--- config.mk ---
export PLATFORM = sky130hd
export DESIGN_NAME = cacheline_adaptor_flat
export DESIGN_NICKNAME = d
export VERILOG_FILES = /design/src/rtl/cacheline_adaptor_pkg.sv /design/src/rtl/cacheline_adaptor_if.sv /design/src/rtl/cacheline_adaptor_line_buffer.sv /design/src/rtl/cacheline_adaptor.sv /design/src/flat_wrapper.sv
export SDC_FILE = /design/constraint.sdc
export NUM_CORES = 1
export LEC_CHECK = 0
export CELL_PAD_IN_SITES_DETAIL_PLACEMENT = 0
export CELL_PAD_IN_SITES_GLOBAL_PLACEMENT = 2
export CORE_AREA = 3 3 276 278
export DETAILED_ROUTE_END_ITERATION = 8
export DIE_AREA = 0 0 279 281
export PLACE_DENSITY_LB_ADDON = 0.1
export SYNTH_ARGS = -nofsm -noshare
export SYNTH_HDL_FRONTEND = slang
export SYNTH_SLANG_ARGS = --single-unit
--- constraint.sdc ---
create_clock -name clk -period 4.4 [get_ports clk]
set_clock_uncertainty 0.15 [all_clocks]
set_input_delay 0.88 -clock clk [delete_from_list [all_inputs] [get_ports clk]]
set_output_delay 0.88 -clock clk [all_outputs]
set_load 0.01 [all_outputs]
--- src/rtl/cacheline_adaptor_pkg.sv ---
// cacheline_adaptor_pkg
//   Shared types and geometry for the cache-line-to-burst adaptor.
//   LINE_W      : cache line width in bits
//   BURST_W     : memory beat width in bits
//   BEATS       : beats per line (LINE_W / BURST_W, must be 4)
//   OFFSET_BITS : byte-offset bits dropped to line-align an address
//   cla_state_t : adaptor FSM states
package cacheline_adaptor_pkg;

   localparam int LINE_W      = 256;
   localparam int BURST_W     = 64;
   localparam int BEATS       = LINE_W / BURST_W;
   localparam int OFFSET_BITS = 5;

   typedef enum logic [1:0] {
      IDLE  = 2'd0,
      READ  = 2'd1,
      WRITE = 2'd2,
      DONE  = 2'd3
   } cla_state_t;

endpackage

--- src/rtl/cacheline_adaptor_if.sv ---
// cacheline_adaptor_if
//   Bundles the cache-side line port and the memory-side burst port.
//   Cache side : line_i, line_o, address_i, read_i, write_i, resp_o
//   Memory side: burst_i, burst_o, address_o, read_o, write_o, resp_i
//   slave  : view taken by the adaptor
//   master : view taken by the surrounding cache/memory environment
interface cacheline_adaptor_if;
   import cacheline_adaptor_pkg::*;

   logic [LINE_W-1:0]  line_i;
   logic [LINE_W-1:0]  line_o;
   logic [31:0]        address_i;
   logic               read_i;
   logic               write_i;
   logic               resp_o;

   logic [BURST_W-1:0] burst_i;
   logic [BURST_W-1:0] burst_o;
   logic [31:0]        address_o;
   logic               read_o;
   logic               write_o;
   logic               resp_i;

   modport slave (
      input  line_i, address_i, read_i, write_i, burst_i, resp_i,
      output line_o, resp_o, burst_o, address_o, read_o, write_o
   );

   modport master (
      output line_i, address_i, read_i, write_i, burst_i, resp_i,
      input  line_o, resp_o, burst_o, address_o, read_o, write_o
   );

endinterface

--- src/rtl/cacheline_adaptor_line_buffer.sv ---
// line_buffer
//   NBEATS x BEAT_W register file holding one cache line.
//   clk, rst    : clock, asynchronous active-low reset (clears to 0)
//   load/line_i : load the whole line at once (takes priority over we)
//   we/wbeat/wdata : write one beat
//   rbeat/rdata : read one beat
//   line_o      : full line, beat 0 in the low bits
module line_buffer #(
   parameter int NBEATS = 4,
   parameter int BEAT_W = 64
) (
   input  logic                       clk,
   input  logic                       rst,
   input  logic                       load,
   input  logic [NBEATS*BEAT_W-1:0]   line_i,
   input  logic                       we,
   input  logic [$clog2(NBEATS)-1:0]  wbeat,
   input  logic [BEAT_W-1:0]          wdata,
   input  logic [$clog2(NBEATS)-1:0]  rbeat,
   output logic [BEAT_W-1:0]          rdata,
   output logic [NBEATS*BEAT_W-1:0]   line_o
);

   logic [NBEATS-1:0][BEAT_W-1:0] mem;

   always_ff @(posedge clk or negedge rst) begin
      if (!rst) begin
         mem <= '0;
      end else if (load) begin
         mem <= line_i;
      end else if (we) begin
         mem[wbeat] <= wdata;
      end
   end

   assign rdata  = mem[rbeat];
   assign line_o = mem;

endmodule

--- src/rtl/cacheline_adaptor.sv ---
// cacheline_adaptor
//   Serves one 256-bit line read or write from the cache as a 4-beat,
//   64-bit ascending burst on the memory bus, then pulses resp_o.
//   clk : rising-edge clock
//   rst : asynchronous active-low reset
//   bus : cacheline_adaptor_if.slave (cache line port + memory burst port)
module cacheline_adaptor
   import cacheline_adaptor_pkg::*;
(
   input  logic               clk,
   input  logic               rst,
   cacheline_adaptor_if.slave bus
);

   localparam int CNT_W = $clog2(BEATS);

   cla_state_t          state, state_nxt;
   logic [CNT_W-1:0]    cnt;
   logic [31:0]         addr_q;
   logic                last_beat;
   logic                beat_xfer;
   logic                start;
   logic                buf_load;
   logic                buf_we;
   logic [BURST_W-1:0]  rd_beat;
   logic [LINE_W-1:0]   buf_line;
   logic [OFFSET_BITS-1:0] unused_offset;

   // Byte offset within the line is dropped when aligning the address.
   assign unused_offset = bus.address_i[OFFSET_BITS-1:0];

   assign last_beat = (cnt == CNT_W'(BEATS - 1));
   assign beat_xfer = ((state == READ) || (state == WRITE)) && bus.resp_i;
   assign start     = (state == IDLE) && (bus.write_i || bus.read_i);
   // write_i wins when both requests arrive together, so only it loads.
   assign buf_load  = (state == IDLE) && bus.write_i;
   assign buf_we    = (state == READ) && bus.resp_i;

   always_ff @(posedge clk or negedge rst) begin
      if (!rst) begin
         state <= IDLE;
      end else begin
         state <= state_nxt;
      end
   end

   always_comb begin
      state_nxt = state;
      case (state)
         IDLE: begin
            if (bus.write_i)     state_nxt = WRITE;
            else if (bus.read_i) state_nxt = READ;
         end
         READ, WRITE: begin
            if (bus.resp_i && last_beat) state_nxt = DONE;
         end
         DONE:    state_nxt = IDLE;
         default: state_nxt = IDLE;
      endcase
   end

   always_ff @(posedge clk or negedge rst) begin
      if (!rst) begin
         cnt    <= '0;
         addr_q <= '0;
      end else if (start) begin
         cnt    <= '0;
         addr_q <= {bus.address_i[31:OFFSET_BITS], {OFFSET_BITS{1'b0}}};
      end else if (beat_xfer) begin
         cnt    <= cnt + CNT_W'(1);
      end
   end

   line_buffer #(
      .NBEATS (BEATS),
      .BEAT_W (BURST_W)
   ) u_line_buffer (
      .clk    (clk),
      .rst    (rst),
      .load   (buf_load),
      .line_i (bus.line_i),
      .we     (buf_we),
      .wbeat  (cnt),
      .wdata  (bus.burst_i),
      .rbeat  (cnt),
      .rdata  (rd_beat),
      .line_o (buf_line)
   );

   // Every output is a decode of state or a register; no input reaches an
   // output combinationally.
   always_comb begin
      bus.read_o  = 1'b0;
      bus.write_o = 1'b0;
      bus.resp_o  = 1'b0;
      bus.burst_o = '0;
      case (state)
         READ:  bus.read_o = 1'b1;
         WRITE: begin
            bus.write_o = 1'b1;
            bus.burst_o = rd_beat;
         end
         DONE:  bus.resp_o = 1'b1;
         default: ;
      endcase
   end

   assign bus.address_o = addr_q;
   assign bus.line_o    = buf_line;

endmodule
--- src/flat_wrapper.sv ---
// flat-port wrapper written by rule: the top's interface ports become plain ports
module cacheline_adaptor_flat import cacheline_adaptor_pkg::*;
  (clk, rst, bus_line_i, bus_address_i, bus_read_i, bus_write_i, bus_burst_i, bus_resp_i, bus_line_o, bus_resp_o, bus_burst_o, bus_address_o, bus_read_o, bus_write_o);
  cacheline_adaptor_if bus_i ();
  input  logic clk;
  input  logic rst;
  input wire logic [$bits(bus_i.line_i)-1:0] bus_line_i;
  input wire logic [$bits(bus_i.address_i)-1:0] bus_address_i;
  input wire logic [$bits(bus_i.read_i)-1:0] bus_read_i;
  input wire logic [$bits(bus_i.write_i)-1:0] bus_write_i;
  input wire logic [$bits(bus_i.burst_i)-1:0] bus_burst_i;
  input wire logic [$bits(bus_i.resp_i)-1:0] bus_resp_i;
  output wire logic [$bits(bus_i.line_o)-1:0] bus_line_o;
  output wire logic [$bits(bus_i.resp_o)-1:0] bus_resp_o;
  output wire logic [$bits(bus_i.burst_o)-1:0] bus_burst_o;
  output wire logic [$bits(bus_i.address_o)-1:0] bus_address_o;
  output wire logic [$bits(bus_i.read_o)-1:0] bus_read_o;
  output wire logic [$bits(bus_i.write_o)-1:0] bus_write_o;
  assign bus_i.line_i = bus_line_i;
  assign bus_i.address_i = bus_address_i;
  assign bus_i.read_i = bus_read_i;
  assign bus_i.write_i = bus_write_i;
  assign bus_i.burst_i = bus_burst_i;
  assign bus_i.resp_i = bus_resp_i;
  assign bus_line_o = bus_i.line_o;
  assign bus_resp_o = bus_i.resp_o;
  assign bus_burst_o = bus_i.burst_o;
  assign bus_address_o = bus_i.address_o;
  assign bus_read_o = bus_i.read_o;
  assign bus_write_o = bus_i.write_o;
  cacheline_adaptor u_core (.clk(clk), .rst(rst), .bus(bus_i));
endmodule
---- After elaboration in Yosys (flattened, before gate mapping) ----
Index checks and enable logic that the tools add are counted.
word-level totals
  register bits after elaboration ......... 287
  bits of input ports ..................... 357
  logic and storage cells ................. 46
cells by class
  add/sub/neg operators ................... 1
  magnitude comparators ................... 2
  equality and inequality tests ........... 6
  mux-type cells .......................... 17
  reductions and logical operators ........ 13
operators by type and width
  cell                                                                                 number
  256-bit 2-to-1 mux                                                                   2
  256-bit bitwise mux                                                                  1
  64-bit 2-to-1 mux                                                                    3
  64-bit binary-select mux with 2-bit select                                           1
  64-bit demux with 2-bit select                                                       1
  2-bit 2-to-1 mux                                                                     5
  2-bit == test, second input constant                                                 3
  1-bit logical AND                                                                    6
  2-bit one-hot mux with 3 select lines                                                1
  2-bit nonzero test                                                                   2
  2-bit by 3-bit less-than comparator with 1-bit output, second input constant         1
  1-bit 2-to-1 mux                                                                     3
  3-bit != test, second input constant                                                 1
  2-bit by 1-bit adder with 2-bit output, second input constant                        1
  2-bit by 1-bit == test with 1-bit output, second input constant                      1
  2-bit by 1-bit greater-or-equal comparator with 1-bit output, second input constant  1
  2-bit zero test                                                                      1
  1-bit logical OR                                                                     2
  2-bit by 1-bit != test with 1-bit output, second input constant                      1
  2-bit AND reduction                                                                  1
  2-bit OR reduction                                                                   1

---- Depth between registers and ports, before layout ----
  depth after elaboration ................. 7
  depth in mapped cells ................... 10

---- Modules after synthesis ----
Synthesis repeated with hierarchy kept, for this count alone.
unflattened totals
  cell total of the unflattened synthesis .. 1642
  area, all modules ....................... 15579.9 um^2
by module, submodules not included
  module             times used  cells an instance  area an instance (um^2)  seq. area each (um^2)
  line_buffer        1           1478               13763.2                  6406.1
  cacheline_adaptor  1           164                1816.7                   775.7

---- Worst setup path before layout ----
Ideal clock, no wire load.
  path kind ............................... reg-to-output
  from .................................... register u_core.cnt[0]
  to ...................................... output port bus_burst_o[0]
  data arrival time ....................... 1.425 ns
  data required time ...................... 3.370 ns
  setup slack ............................. 1.945 ns
  cell stages (with the launch flop) ...... 5
  path through ............................ dfrtp_1 buf_6 buf_6 mux4_2 and2_1
between the ends
  cells in the longest elaborated chain, start to end .. 3
RTL lines
  element                                     RTL line                             source
  start, declared                             cacheline_adaptor.sv:18              logic [CNT_W-1:0] cnt;
  start signal, assigned                      cacheline_adaptor.sv:70              cnt <= cnt + CNT_W'(1);
  64-bit binary-select mux with 2-bit select  cacheline_adaptor_line_buffer.sv:36  assign rdata = mem[rbeat];
  64-bit 2-to-1 mux (not written as such)     cacheline_adaptor_line_buffer.sv:36
  64-bit 2-to-1 mux                           cacheline_adaptor.sv:97              case (state)
  end, declared                               flat_wrapper.sv:15                   output wire logic [$bits(bus_i.burst_o)-1:0] bus_burst_o;
Every way passes these cells. The select of a mux whose other input is x is not followed.

---- Worst setup path in the final report ----
  from .................................... register u_core.cnt[0]
  to ...................................... output port bus_burst_o[22]
The elaborated chain is that of the path after synthesis.

==> results.ini <==
[place]
portBuffers=701
gp_congestion=0.810
dp.final_hpwl_um=61200

[final_layout]
layout_commonest_cell=clkdlybuf4s50_1
layout_common_cells=clkdlybuf4s50_1 (699), dfrtp_1 (285), nand2_1 (260)
post-route-util_pct=34.0
fin_nets=2650
area_growth_pct=57.5
nFillCells=7651
layout-drive-gt1-share_pct=8.57

[yosys]
syn_avg_cell_area_um2=9.42
synth_seq_area_share_pct=44.8
synth_cells=1700
synth_warnings=0
ys_types=24
ys_ff_latch=287
synth_area_um2=16000

[route]
drt-initial-drc-count=840
routed_wl_um=88800
avgViaCountPerCell=4.87
post-route-drc-count=0
postRouteAntennaNets=0
via_count=16100
first_pass_iters=5
routedWlPerCell_um=26.9

[hold_path]
hold_path.class=input pin to asynchronous set/reset pin

[floorplan]
die_x_um=279
die_y_um=281
dieArea_um2=78400
floorplan.core_area_um2=74200
io-pin-count=712
rows=100
initial_utilization_pct=21.6

[clock_network]
clk_latency_ns=0.54
cts_buffer_depth=3
clk_pin_slew_ns=0.05
cts.sinks=287
numCtsBuffers=40
postCtsHoldBufs=0
postCtsSetupBuffers=0
cts-resized-gates=0
htreeDepth=2
root_buffer=clkbuf_16
cts_tree=done

[timing]
slew-limit-headroom_pct=31.1
fin_crit_sh_pct=89.1
rsz0062_at_grt=no
max_clock_freq_mhz=255
hold_viol_final=0
fin_crit_ns=3.92
fin_tns_setup_ns=0
slew_viol_final=0
worst_pin_slew_ns=1.03
finalSetupViolations=0

[worst_setup_path]
startpoint=u_core.cnt[0]
worstPathArrival_ns=2.89
crit_path_start_kind=flop
regToRegStartpoint=u_core.state[0]
crit_required_ns=3.37
r2r_end=u_core.u_line_buffer.line_o[72]
r2r_slack_ns=1.22
cp_max_fo=16
reg2regPathDepth=6
critPathCaptureType=primary output
worstSetupPathType=flop to primary output

[global_routing]
antenna_found_initial=25
grt_pass1_wl_um=127000
grtUsageTotal_pct=21.9
first_global_vias=16900
grt-ovfl-total=0
grt_max_degree=123

[power_and_ir_drop]
ir_drop_uv=345
cellLeakagePower_uw=0.0105
powerDensity_nw_per_um2=687

[job]
drv_cap=0

[run_status]
status=completed

final cells by class:
class                           count  area [um^2]  area share, %
Multi-Input combinational cell   1214         8030           31.8
Timing Repair Buffer              736         7470           29.6
Clock buffer                       67         1250           4.97
Sequential cell                   287         7190           28.5
Antenna cell                       19         47.5          0.188
Clock inverter                      2         10.0         0.0397
Inverter                            4         15.0         0.0595
Tap cell                          969         1210           4.81
worst max-delay path by stage:
stage | to | depth (start not counted)
finish | bus_burst_o[22] | 4
global placement | bus_burst_o[22] | 4
floorplan | bus_burst_o[0] | 4
CTS | bus_burst_o[6] | 4
global route | bus_burst_o[6] | 4
detailed placement | bus_burst_o[6] | 4
cell usage after synthesis (all sizes together):
cell | instances | area, um^2
ha | 10 | 125
nand2 | 261 | 980
a21boi | 1 | 7.51
nor2 | 1 | 3.75
o21ai | 258 | 1290
xnor2 | 1 | 8.76
dfrtp | 287 | 7180
a22oi | 1 | 7.51
nand3 | 1 | 5.00
a32oi | 4 | 35.0
mux2 | 27 | 304
inv | 4 | 15.0
and3 | 256 | 1600
a31oi | 256 | 1600
buf | 94 | 578
and2 | 65 | 407
clkbuf | 105 | 394
mux2i | 3 | 30.0
mux4 | 64 | 1440
conb | 1 | 3.75
power by group:
part           switching, uW  internal, uW  total (uW)  leakage [uW]
Sequential              1210          3830        5050       0.00378
Combinational           4690          4390        9080       0.00613
Clock                   1270          1920        3200      0.000622
through the flow:
stage	setup WS [ns]	std cells	hold slack (ns)	total power (uW)	area [um^2]
3_5_place_dp	0.974	3210	0.343	14400	23900
2_1_floorplan	1.94	1704	0.373	9020	16000
3_3_place_gp	0.977	3210	0.336	14300	23900
6_report	0.481	3298	0.248	17300	25200
5_1_grt	0.316	3291	0.310	18500	25200
4_1_cts	0.360	3279	0.285	17700	25200
critical path: stages (launching register included):
cell	delay [ns]
dfrtp_4	0.71
buf_4	0.40
mux4_2	0.53
and2_1	0.16
clkdlybuf4s50_1	0.53
kinds of logic after synthesis:
kind of cell	Yosys count	synth area share, %
simple gates	584	18.7
compound gates	520	18.4
flops	287	44.8
buf+inv	203	6.16
mux	94	11.1
fa+ha+maj	10	0.781
other cells	1	0.0234
xor+xnor	1	0.0547
flip-flops by register name, summed over array words and instances, names as in the netlist:
signal                       count
u_core.bus.address_o            27
u_core.u_line_buffer.line_o    256
u_core.cnt                       2
u_core.state                     2
per-layer routing:
layer | GRT usage (%) | part of all wire (%) | vias up
li1 | - | - | 7437
met1 | 26.9 | 42 | 8023
met2 | 38.7 | 51 | 478
met3 | 5.08 | 5.6 | 102
met4 | 5.55 | 2.0 | 10
met5 | 0 | 0.078 | -
Note: power is estimated with default switching activity, not from simulation.
